File: config.mk
export PLATFORM = sky130hd
export DESIGN_NAME = mem_port_arbiter_flat
export DESIGN_NICKNAME = d
export VERILOG_FILES = /design/src/rtl/mem_port_arbiter_pkg.sv /design/src/rtl/mem_port_arbiter_if.sv /design/src/rtl/mem_port_arbiter_picker.sv /design/src/rtl/mem_port_arbiter.sv /design/src/flat_wrapper.sv
export SDC_FILE = /design/constraint.sdc
export NUM_CORES = 1
export LEC_CHECK = 0
export BUFFER_PORTS_ARGS = -buffer_cell sky130_fd_sc_hd__buf_2
export CORE_MARGIN = 3
export CORE_UTILIZATION = 49
export CTS_BUF_LIST = sky130_fd_sc_hd__clkbuf_4 sky130_fd_sc_hd__clkbuf_8
export DETAILED_ROUTE_END_ITERATION = 12
export MAX_ROUTING_LAYER = met4
export PLACE_DENSITY = 0.83
export SETUP_SLACK_MARGIN = 0.5
export SLEW_MARGIN = 0
export SYNTH_ARGS = -nofsm -noshare
export SYNTH_HDL_FRONTEND = slang
export SYNTH_HIERARCHICAL = 1
export SYNTH_SLANG_ARGS = --single-unit
export TNS_END_PERCENT = 1
File: constraint.sdc
create_clock -name clk -period 2.5 [get_ports clk]
set_input_delay 0.5 -clock clk [delete_from_list [all_inputs] [get_ports clk]]
set_output_delay 0.5 -clock clk [all_outputs]
set_load 0.05 [all_outputs]
File: src/rtl/mem_port_arbiter_pkg.sv
// Shared definitions for the multi-channel memory port arbiter: FSM encoding,
// arbitration mode codes and the channel-index width helper.
package mem_arb_pkg;

    typedef enum logic [1:0] {
        IDLE = 2'd0,
        BUSY = 2'd1,
        RESP = 2'd2
    } state_t;

    typedef enum logic {
        OP_READ  = 1'b0,
        OP_WRITE = 1'b1
    } op_t;

    localparam int ARB_FIXED = 0;
    localparam int ARB_RR    = 1;

    // Never returns less than 1 so a 1-entry range still gets a real bit.
    function automatic int clog2(input int value);
        int width;
        width = 1;
        while ((1 << width) < value) begin
            width++;
        end
        return width;
    endfunction

endpackage

File: src/rtl/mem_port_arbiter_if.sv
// Requester and memory-side bundle of the arbiter. The master view is the
// requesters together with the memory model; the slave view is the arbiter.
interface mem_port_arbiter_if #(
    parameter int WORD_SIZE = 16,
    parameter int NUM_CH    = 2
);
    logic [NUM_CH-1:0]           req_read;
    logic [NUM_CH-1:0]           req_write;
    logic [NUM_CH*WORD_SIZE-1:0] req_address;
    logic [NUM_CH*WORD_SIZE-1:0] req_wdata;
    logic [NUM_CH-1:0]           done;
    logic [NUM_CH*WORD_SIZE-1:0] rdata;

    logic                        m_readM;
    logic                        m_writeM;
    logic [WORD_SIZE-1:0]        m_address;
    logic [WORD_SIZE-1:0]        m_wdata;
    logic [WORD_SIZE-1:0]        m_rdata;

    modport master (
        output req_read, req_write, req_address, req_wdata, m_rdata,
        input  done, rdata, m_readM, m_writeM, m_address, m_wdata
    );

    modport slave (
        input  req_read, req_write, req_address, req_wdata, m_rdata,
        output done, rdata, m_readM, m_writeM, m_address, m_wdata
    );

endinterface

File: src/rtl/mem_port_arbiter_picker.sv
// Combinational grant selection: fixed priority (lowest index) or round-robin
// starting one past the pointer.
module arb_picker
    import mem_arb_pkg::*;
#(
    parameter int NUM_CH = 2,
    parameter int IDX_W  = clog2(NUM_CH)
) (
    input  logic [NUM_CH-1:0] req,
    input  logic [IDX_W-1:0]  ptr,
    input  logic              rr_mode,
    output logic [IDX_W-1:0]  grant_idx,
    output logic              grant_valid
);

    logic [IDX_W-1:0] cand;

    function automatic logic [IDX_W-1:0] candidate(input logic [IDX_W-1:0] p,
                                                    input int offset,
                                                    input logic rr);
        int pos;
        pos = rr ? (int'(p) + 1 + offset) % NUM_CH : offset;
        return IDX_W'(pos);
    endfunction

    always_comb begin
        // NOTE: every output gets a default first so no path through the loop
        // leaves a value held, which would infer a latch.
        grant_idx   = '0;
        grant_valid = 1'b0;
        cand        = '0;
        for (int offset = 0; offset < NUM_CH; offset++) begin
            cand = candidate(ptr, offset, rr_mode);
            if (!grant_valid && req[cand]) begin
                grant_idx   = cand;
                grant_valid = 1'b1;
            end
        end
    end

endmodule

File: src/rtl/mem_port_arbiter.sv
// Merges NUM_CH requester channels onto one fixed-latency memory port, one
// transaction in flight at a time, with registered strobes and responses.
module mem_port_arbiter
    import mem_arb_pkg::*;
#(
    parameter int WORD_SIZE   = 16,
    parameter int NUM_CH      = 2,
    parameter int MEM_LATENCY = 2,
    parameter int ARB_MODE    = ARB_FIXED
) (
    input  logic                 clk,
    input  logic                 reset,
    mem_port_arbiter_if.slave    bus,
    output logic                 busy,
    output logic [WORD_SIZE-1:0] access_count
);

    localparam int IDX_W = clog2(NUM_CH);
    localparam int CNT_W = clog2(MEM_LATENCY);
    localparam logic [CNT_W-1:0] LAT_LOAD = CNT_W'(MEM_LATENCY - 1);
    localparam logic [IDX_W-1:0] PTR_INIT = IDX_W'(NUM_CH - 1);

    state_t               state;
    op_t                  cur_op;
    logic [IDX_W-1:0]     cur_ch;
    logic [IDX_W-1:0]     rr_ptr;
    logic [CNT_W-1:0]     lat_cnt;
    logic                 read_q;
    logic                 write_q;
    logic [WORD_SIZE-1:0] addr_q;
    logic [WORD_SIZE-1:0] wdata_q;
    logic [NUM_CH-1:0]    done_q;
    logic [WORD_SIZE-1:0] rdata_q  [NUM_CH];
    logic [WORD_SIZE-1:0] ch_addr  [NUM_CH];
    logic [WORD_SIZE-1:0] ch_wdata [NUM_CH];

    logic [NUM_CH-1:0]    req_any;
    logic [IDX_W-1:0]     grant_idx;
    logic                 grant_valid;

    assign req_any = bus.req_read | bus.req_write;

    for (genvar k = 0; k < NUM_CH; k++) begin : g_ch
        assign ch_addr[k]  = bus.req_address[k*WORD_SIZE +: WORD_SIZE];
        assign ch_wdata[k] = bus.req_wdata[k*WORD_SIZE +: WORD_SIZE];
        assign bus.rdata[k*WORD_SIZE +: WORD_SIZE] = rdata_q[k];
    end

    arb_picker #(
        .NUM_CH (NUM_CH),
        .IDX_W  (IDX_W)
    ) u_picker (
        .req         (req_any),
        .ptr         (rr_ptr),
        .rr_mode     (ARB_MODE == ARB_RR),
        .grant_idx   (grant_idx),
        .grant_valid (grant_valid)
    );

    // The address/wdata registers double as the grant-time latches, so later
    // changes on the request inputs cannot reach the memory port.
    always_ff @(posedge clk) begin
        if (reset) begin
            state        <= IDLE;
            cur_op       <= OP_READ;
            cur_ch       <= '0;
            rr_ptr       <= PTR_INIT;
            lat_cnt      <= '0;
            read_q       <= 1'b0;
            write_q      <= 1'b0;
            addr_q       <= '0;
            wdata_q      <= '0;
            done_q       <= '0;
            access_count <= '0;
            // NOTE: rdata_q is a handful of flops visible on the ports, not a
            // RAM, so it is cleared like any other state register.
            for (int k = 0; k < NUM_CH; k++) begin
                rdata_q[k] <= '0;
            end
        end else begin
            // NOTE: non-blocking assignments throughout, so every branch sees
            // the pre-edge values of state, counters and latches.
            done_q <= '0;
            case (state)
                IDLE: begin
                    if (grant_valid) begin
                        cur_ch  <= grant_idx;
                        rr_ptr  <= grant_idx;
                        cur_op  <= bus.req_write[grant_idx] ? OP_WRITE : OP_READ;
                        write_q <= bus.req_write[grant_idx];
                        read_q  <= !bus.req_write[grant_idx];
                        addr_q  <= ch_addr[grant_idx];
                        wdata_q <= ch_wdata[grant_idx];
                        lat_cnt <= LAT_LOAD;
                        state   <= BUSY;
                    end
                end
                BUSY: begin
                    if (lat_cnt == '0) begin
                        read_q  <= 1'b0;
                        write_q <= 1'b0;
                        addr_q  <= '0;
                        wdata_q <= '0;
                        if (cur_op == OP_READ) begin
                            rdata_q[cur_ch] <= bus.m_rdata;
                        end
                        done_q[cur_ch] <= 1'b1;
                        access_count   <= access_count + 1'b1;
                        state          <= RESP;
                    end else begin
                        lat_cnt <= lat_cnt - 1'b1;
                    end
                end
                RESP:    state <= IDLE;
                default: state <= IDLE;
            endcase
        end
    end

    assign bus.m_readM   = read_q;
    assign bus.m_writeM  = write_q;
    assign bus.m_address = addr_q;
    assign bus.m_wdata   = wdata_q;
    assign bus.done      = done_q;
    assign busy          = (state != IDLE);

endmodule

File: src/flat_wrapper.sv
// flat-port wrapper written by rule: the top's interface ports become plain ports
module mem_port_arbiter_flat import mem_arb_pkg::*;
#(
    parameter int WORD_SIZE   = 16,
    parameter int NUM_CH      = 2,
    parameter int MEM_LATENCY = 2,
    parameter int ARB_MODE    = ARB_FIXED
)
  (clk, reset, busy, access_count, bus_req_read, bus_req_write, bus_req_address, bus_req_wdata, bus_m_rdata, bus_done, bus_rdata, bus_m_readM, bus_m_writeM, bus_m_address, bus_m_wdata);
  mem_port_arbiter_if #(.WORD_SIZE(WORD_SIZE), .NUM_CH(NUM_CH)) bus_i ();
  input  logic clk;
  input  logic reset;
  output logic busy;
  output logic [WORD_SIZE-1:0] access_count;
  input wire logic [$bits(bus_i.req_read)-1:0] bus_req_read;
  input wire logic [$bits(bus_i.req_write)-1:0] bus_req_write;
  input wire logic [$bits(bus_i.req_address)-1:0] bus_req_address;
  input wire logic [$bits(bus_i.req_wdata)-1:0] bus_req_wdata;
  input wire logic [$bits(bus_i.m_rdata)-1:0] bus_m_rdata;
  output wire logic [$bits(bus_i.done)-1:0] bus_done;
  output wire logic [$bits(bus_i.rdata)-1:0] bus_rdata;
  output wire logic [$bits(bus_i.m_readM)-1:0] bus_m_readM;
  output wire logic [$bits(bus_i.m_writeM)-1:0] bus_m_writeM;
  output wire logic [$bits(bus_i.m_address)-1:0] bus_m_address;
  output wire logic [$bits(bus_i.m_wdata)-1:0] bus_m_wdata;
  assign bus_i.req_read = bus_req_read;
  assign bus_i.req_write = bus_req_write;
  assign bus_i.req_address = bus_req_address;
  assign bus_i.req_wdata = bus_req_wdata;
  assign bus_i.m_rdata = bus_m_rdata;
  assign bus_done = bus_i.done;
  assign bus_rdata = bus_i.rdata;
  assign bus_m_readM = bus_i.m_readM;
  assign bus_m_writeM = bus_i.m_writeM;
  assign bus_m_address = bus_i.m_address;
  assign bus_m_wdata = bus_i.m_wdata;
  mem_port_arbiter #(.WORD_SIZE(WORD_SIZE), .NUM_CH(NUM_CH), .MEM_LATENCY(MEM_LATENCY), .ARB_MODE(ARB_MODE)) u_core (.clk(clk), .reset(reset), .bus(bus_i), .busy(busy), .access_count(access_count));
endmodule
# After elaboration in Yosys (flattened, before gate mapping)
# Memories as Yosys holds them, arrays and structs flattened.
# Index checks and enable logic that the tools add are counted.
# classes
bitwise_logic	4
n_eq_ne	3
reduce_logical	14
addsub	2
mux	40
magnitude_cmp	4
# ops
op	n
16-bit 2-to-1 mux	10
16-bit case mux with 2 select lines	2
1-bit 2-to-1 mux	21
16-bit by 1-bit adder with 16-bit output (second input constant)	1
16-bit OR reduction	1
2-bit AND reduction	4
1-bit case mux with 2 select lines	3
1-bit by 2-bit less-than comparator with 1-bit output (second input constant)	2
2-bit 2-to-1 mux	2
2-bit case mux with 2 select lines	1
2-bit nonzero test	2
3-bit AND reduction	1
3-bit OR reduction	1
2-bit by 1-bit equality test with 1-bit output (second input constant)	1
2-bit greater-or-equal comparator (second input constant)	1
1-bit logical AND	2
1-bit zero test	2
2-bit zero test	1
2-bit by 1-bit != test with 1-bit output (second input constant)	1
2-bit != test (second input constant)	1
1-bit inverter	2
1-bit inverter with 2-bit output	1
2-bit bitwise OR	1
1-bit demux with 1-bit select	1
2 further kinds	2
# totals
mem_bits_rw	32
n_memories	1
inputBits	86
ff_bits	57
out_inout_bits	85
wordCells	78
# mem_list
memory	depth	width	rd	rd_ports_with_merged_regs	wr	line	rtl
u_core.rdata_q	2	16	2	0	2	mem_port_arbiter.sv:33	logic [WORD_SIZE-1:0] rdata_q [NUM_CH];

# Longest topological paths before layout
# Gate-level depths: netlist (run 1).
# logic_depth
word_depth	11
depth_mapped	9
ltp_nobuf	6

# Modules after synthesis
# Netlist (run 1), hierarchy kept.
# modules_own_cells
module	seq_area_each_um2	cells_per_inst	n_inst	area_each_um2
mem_port_arbiter	2122.0	370	1	3813.7
arb_picker	0.0	3	1	20.0

# Least setup slack after synthesis (run 1)
# Ideal clock, no wire load.
# synth_timing
path_type	input port to flip-flop
start	in bus_req_write[1]
end	reg u_core.addr_q[12] (netlist: u_core/bus.m_address[12])
setup_slack_ps	433
setup_time_ps	71
n_path_buf	3
path_stages	9
arrival_time_ps	1996
required_time_ps	2429
path_cell_list	or2_2 or2_1 nand2b_1 a21o_1 clkbuf_1 buf_2 buf_2 nand2_1 a21oi_1
# synth_via
elab_cells_between_ends	12
cone_classes	eq/ne (1); mux (7); bitwise (2); reduce/logical (2)
# synth_lines
item	line	rtl
from (decl)	flat_wrapper.sv:16	input wire logic [$bits(bus_i.req_write)-1:0] bus_req_write;
2-bit bitwise OR	mem_port_arbiter.sv:41	assign req_any = bus.req_read | bus.req_write;
1-bit logical AND	mem_port_arbiter_picker.sv:34	if (!grant_valid && req[cand]) begin
1-bit 2-to-1 mux	mem_port_arbiter_picker.sv:34	
named net u_core.grant_valid	mem_port_arbiter.sv:39	logic grant_valid;
2-bit by 1-bit != test with 1-bit output (no line)	--	
3-bit AND reduction (no line)	--	
to (signal assigned)	mem_port_arbiter.sv:92	addr_q <= ch_addr[grant_idx];
to (decl)	mem_port_arbiter.sv:30	logic [WORD_SIZE-1:0] addr_q;
# The timed path passes the listed nets, and every way through them passes these cells. The select of a mux whose other input is x is not followed.
# A chain may end at the register's enable or synchronous reset.

==> impl_metrics.ini, run 1 <==
[timing]
finClkSkew_ns = 0.007505
setup_tns_ns = 0
fin_crit_sh_pct = 70.89
holdWs_ns = 0.4422
fmax_ghz = 0.5643
period_needed_ns = 1.772
setup_viol = 0
tightest_slew_ns = 0.5116
setup_ws_ns = 0.7277
slew_headroom_pct = 65.89
finalHoldViolCount = 0
rsz0062_at_grt = no
final-max-slew-violation-count = 0

[detailed_routing]
vias_per_cell = 5.055
postRouteAntennaNets = 0
drt_iter0_drc = 82
finalWirelength_mm = 8.737
drc_errors = 0
drt_first_pass_iters = 4
vias = 3245
wl_per_cell_um = 13.61

[logic_synthesis]
synth_cells = 373
async_flop_share_pct = 0
avgSynthCellArea_um2 = 10.28
synthesis.area_um2 = 3834
yosys-top-cells-area = dfxtp_1 30%, edfxtp_1 25%, mux2i_1 8.6%, or3_1 5.9%, and2_1 5.7%
synth_top_cell_by_area = dfxtp_1
yosysTopAreaCellShare_pct = 30.29
synthFlopType = dfxtp_1
yosys_warnings = 6
synth_most_common_cell = dfxtp_1
syn-num-nets = 460
synth_cell_types = 40
synth_edf_count = 32
synth_seq_cells = 90
ys_top_cells_by_count = 58 x dfxtp_1, 40 x a21oi_1, 40 x nand2_1, 36 x or3_1, 35 x and2_1
seq_area_frac_synth_pct = 55.35

[pwr]
ir_drop_mv = 0.3785
power_density_nw_per_um2 = 708.2
p_leak_nw = 2.294
fin_total_pwr_mw = 3.537

[global_routing]
grt_antenna_before_repair = 0
grt_max_degree = 67
track_usage_pct = 20.32
grt_pass1_vias = 3042
grt_pass1_wl_mm = 13.91
grt-ovfl-total = 0

[cts]
h-tree-depth = 3
clkTransAtPathRegs_ns = 0.09
postCtsHoldBufs = 0
clock-root-buffer = clkbuf_8
ctsResizeCount = 0
cts_max_path_buffers = 2
cts_tree = built
numCtsBuffers = 9
insertion_delay_ns = 0.34
cts_setup_buffers = 0
cts.sinks = 90

[cells_and_area]
drive_gt1_share_pct = 37.75
diodes = 0
multi_input_area_um2 = 1617
nets = 625
nFillCells = 603
regArea_um2 = 2122
area_delta_synth_final_pct = 30.25

[placement]
gp_congestion = 0.8327
pre_cts_slack_ns = 0.4014
port_buffers = 170
dpl.hpwl_mm = 6.529

[floorplanning]
num_rows = 31
core_region_area_um2 = 7408
num_io_pins = 171
start_util_pct = 51.75
die-area_um2 = 8921
die_height_um = 94.45
die_w_um = 94.45

[setup_path]
endpoint_kind = flop
cp_data_required_time_ns = 2.54
path_class = flop to flop
arrival_ns = 1.81
path_max_fanout = 16
start_kind = flop

[run]
maxCapViolCount = 0

[outcome]
status = complete, no violations

[worst_hold_path]
hold_path_class = input port to flop
## flip-flops by register name, indices dropped and copies added, names as in the netlist, 2 cells and up
signal                count
u_core/bus.m_address     16
u_core/state              2
u_core/access_count      16
u_core/rdata_q           32
u_core/bus.done           2
u_core/bus.m_wdata       16
## kinds of logic (layout without fill, tap and decap cells)
| family | after synthesis | count (layout) | synth area share, % |
|---|---|---|---|
| muxes | 34 | 34 | 8.910 |
| xor gates and xnor gates | 10 | 10 | 2.285 |
| other | 1 | 1 | 0.09782 |
| buffers and inverters | 26 | 196 | 2.839 |
| DFF | 90 | 90 | 55.35 |
| and+or+nand+nor | 162 | 162 | 23.43 |
| adders and majority gates | 1 | 1 | 0.3263 |
| AOI/OAI and AO/OA | 49 | 49 | 6.756 |
## worst max-delay path: stages, from the launching register on
cell and delay, ns:
dfxtp_1 0.47, nor3b_4 0.08, nand2b_2 0.10, inv_2 0.04, and2_1 0.15, and2b_2 0.19, or2_2 0.44
## metal layers
layer / track usage (%) / wire, um
met2: 32.74 / 4211
met1: 24.94 / 3682
met5: - / 0
met4: 6.370 / 125
met3: 5.578 / 718
## cell type report
cell class,instances,share of cell area (%)
inverter,3,0.2255
clock inverter,7,1.353
multi-input combinational,257,32.37
timing repair buffer,177,18.59
clock buffer,9,2.481
tap,99,2.481
sequential,90,42.50
## placed cells by master, fill, tap and decap left out, types with 5 or more instances in the layout
master    count
a21oi_1      40
and2_1       35
buf_2       170
buf_4         5
clkbuf_8      9
dfxtp_1      58
edfxtp_1     32
mux2i_1      33
nand2_1      40
nand4_1       6
nor2_1       19
or3_1        36
xor2_1        8
## per-stage QoR
step                cell area [um2]  utilization [%]  cells
finish                         4994            67.40    642
global route                   4994            67.40    642
CTS                            4994            67.40    642
detailed placement             4802            64.82    626
global placement               4802            64.82    626
floorplan                      3835                -    373
## power by group
part	internal (mW)	leakage [nW]	switching, mW
logic	0.281	1.39	0.629
registers	1.63	0.807	0.0566
clock network	0.461	0.0951	0.483
total	2.37	2.29	1.17
## path summary, 6_finish.rpt
path,startpoint,to,slack [ns],cells past startpoint
max,u_core/state[1],u_core/rdata_q[1][3],0.73,6
min,bus_m_rdata[0],u_core/rdata_q[1][0],0.44,2
max reg2reg,u_core/state[1],u_core/rdata_q[1][3],0.73,6
min reg2reg,u_core/bus.m_wdata[8],u_core/bus.m_wdata[8],0.45,2
(Power assumes the default switching activity.)
==> run 2: changes to the inputs <==
Clock period 2.5 ns to 1.8 ns, I/O delays scaled along.
==> run 2 against run 1 <==
Cell count rose by 1.2%. Clock-buffer cell count increased by 1. Combinational power is 43% higher. Global-route usage is 0.21 points higher. Final area is 2.6% higher. Sequential power is 39% higher. Sequential share of layout area is 0.69 points lower. Power up 41%. Via count is 1.8% higher. Non-clock buffer count is 7 higher. Wire length is 2.5% higher. Highest routed layer unchanged.
==> impl_metrics.ini, run 2 (synthesis gave the netlist of run 1 again) <==
[pwr]
pwr-share-seq_pct = 46.9
p_leak_nw = 2.358
p_sw_share_pct = 33.10
power.internal_mw = 3.335
power_switching_mw = 1.650
ir_drop_mv = 0.4603
p_comb_share_pct = 26.0
power_density_nw_per_um2 = 972.9
power_frac_clock_pct = 27.1

[timing]
final-max-slew-violation-count = 0
finalHoldViolCount = 0
finClkSkew_ns = 0.009641
setup_ws_ns = 0.2178
setup_viol = 0
holdWs_ns = 0.3036
rsz0062_at_grt = yes
period_needed_ns = 1.582
fmax_ghz = 0.6320
fin_crit_sh_pct = 87.90

[cts]
cts_tree = built
postCtsHoldBufs = 0
h-tree-depth = 3
clkTransAtPathRegs_ns = 0.09
cts_max_path_buffers = 2
cts.sinks = 90
insertion_delay_ns = 0.34
numCtsBuffers = 9
clock-root-buffer = clkbuf_8

[worst_hold_path]
hold_start = bus_m_rdata[10]
hold_depth = 2
hold_path_class = input port to flop
holdPathEnd = u_core/rdata_q[0][10]

[setup_path]
arrival_ns = 1.86
reg2reg_setup_slack_ns = 0.22
path_class = flop to flop
rr_endpoint = u_core/access_count[15]
r2r_cells = 5
r2r-start = u_core/state[0]
cp-startpoint = u_core/state[0]
cp_data_required_time_ns = 2.08
path_max_fanout = 6
endpoint_kind = flop
start_kind = flop

[outcome]
status = complete, no violations

[cells_and_area]
diodes = 0
stdcell_area_um2 = 5124
drive_gt1_share_pct = 41.56
mostFrequentLayoutCells = 170 x buf_2, 48 x dfxtp_1, 40 x nand2_1, 39 x a21oi_1, 36 x or3_1
largest_register_ffs = 32
area_delta_synth_final_pct = 33.65
top_register = u_core/rdata_q
nets = 633
mostFrequentLayoutCell = buf_2

[floorplanning]
die-area_um2 = 8921
num_io_pins = 171
start_util_pct = 51.75
die_height_um = 94.45
num_rows = 31
core_region_area_um2 = 7408
die_w_um = 94.45

[detailed_routing]
finalWirelength_mm = 8.957
vias = 3304
vias_per_cell = 5.083
drt_iter0_drc = 108
postRouteAntennaNets = 0
drt_first_pass_iters = 4
wl_per_cell_um = 13.78
drc_errors = 0

[run]
maxCapViolCount = 0

[global_routing]
grt_antenna_before_repair = 0
grt-ovfl-total = 0
grt_pass1_vias = 3113
grt_pass1_wl_mm = 14.10
track_usage_pct = 20.53
grt_max_degree = 55

[placement]
port_buffers = 170
dpl.hpwl_mm = 6.540
pre_cts_slack_ns = -0.02057
gp_congestion = 0.7952
dpl-instance-area_um2 = 4848
-- run 2: cell count changes in the layout (fill, tap and decap cells not counted), sizes merged --
cell,change
clkbuf,+1
buf,+7
inv,+1
or2,+1
clkinv,-1
clkinvlp,-1
-- run 2: layer usage --
layer	vias up	GRT usage, %	share of wire (%)
met5	-	-	0
met4	0	6.490	1.1
met1	1502	23.82	41
met2	151	35.22	49
met3	8	4.861	8.8
li1	1643	-	-
-- run 2: through the flow --
step	setup TNS [ns]	total power [mW]	cells	util, %
global route	0	5.212	650	69.16
floorplan	0	3.343	373	-
finish	0	4.985	650	69.16
CTS	0	5.019	648	68.69
global placement	0	3.637	628	65.45
detailed placement	-0.2684	3.666	628	65.45
-- run 2: repair_timing --
action,in CTS,in global routing
pin swaps,3,3
setup endpoints to repair,175,195
cloned,1,0
resized for setup,6,4
buffers inserted,3,2
-- run 2: layout make-up --
type | count | area [um2]
Sequential cell | 90 | 2142
Clock inverter | 6 | 63.81
Clock buffer | 10 | 131.4
Fill cell | 588 | 2285
Inverter | 3 | 11.26
Timing Repair Buffer | 184 | 988.4
Tap cell | 99 | 123.9
Multi-Input combinational cell | 258 | 1663
-- run 2: how the worst max path moves through the flow --
stage | cells after the start | to
CTS | 6 | u_core/rdata_q[1][11]
detailed placement | 7 | u_core/bus.m_wdata[4]
floorplan | 6 | u_core/rdata_q[1][0]
finish | 5 | u_core/access_count[15]
global placement | 7 | u_core/bus.m_wdata[5]
global route | 6 | u_core/rdata_q[1][11]
-- run 2: worst max-delay path, stage by stage, from the launching register on --
cell	delay, ns
dfxtp_4	0.37
nor3b_4	0.26
buf_6	0.15
nand3_4	0.07
or4_4	0.54
a21oi_2	0.13
-- run 2: power groups by stage --
stage	Clock [mW]	Combinational, mW	Sequential (mW)
2_1_floorplan	0	0.486	2.86
6_report	1.35	1.30	2.34
5_1_grt	1.47	1.38	2.36
3_3_place_gp	0	1.26	2.38
3_5_place_dp	0	1.28	2.38
4_1_cts	1.38	1.30	2.34
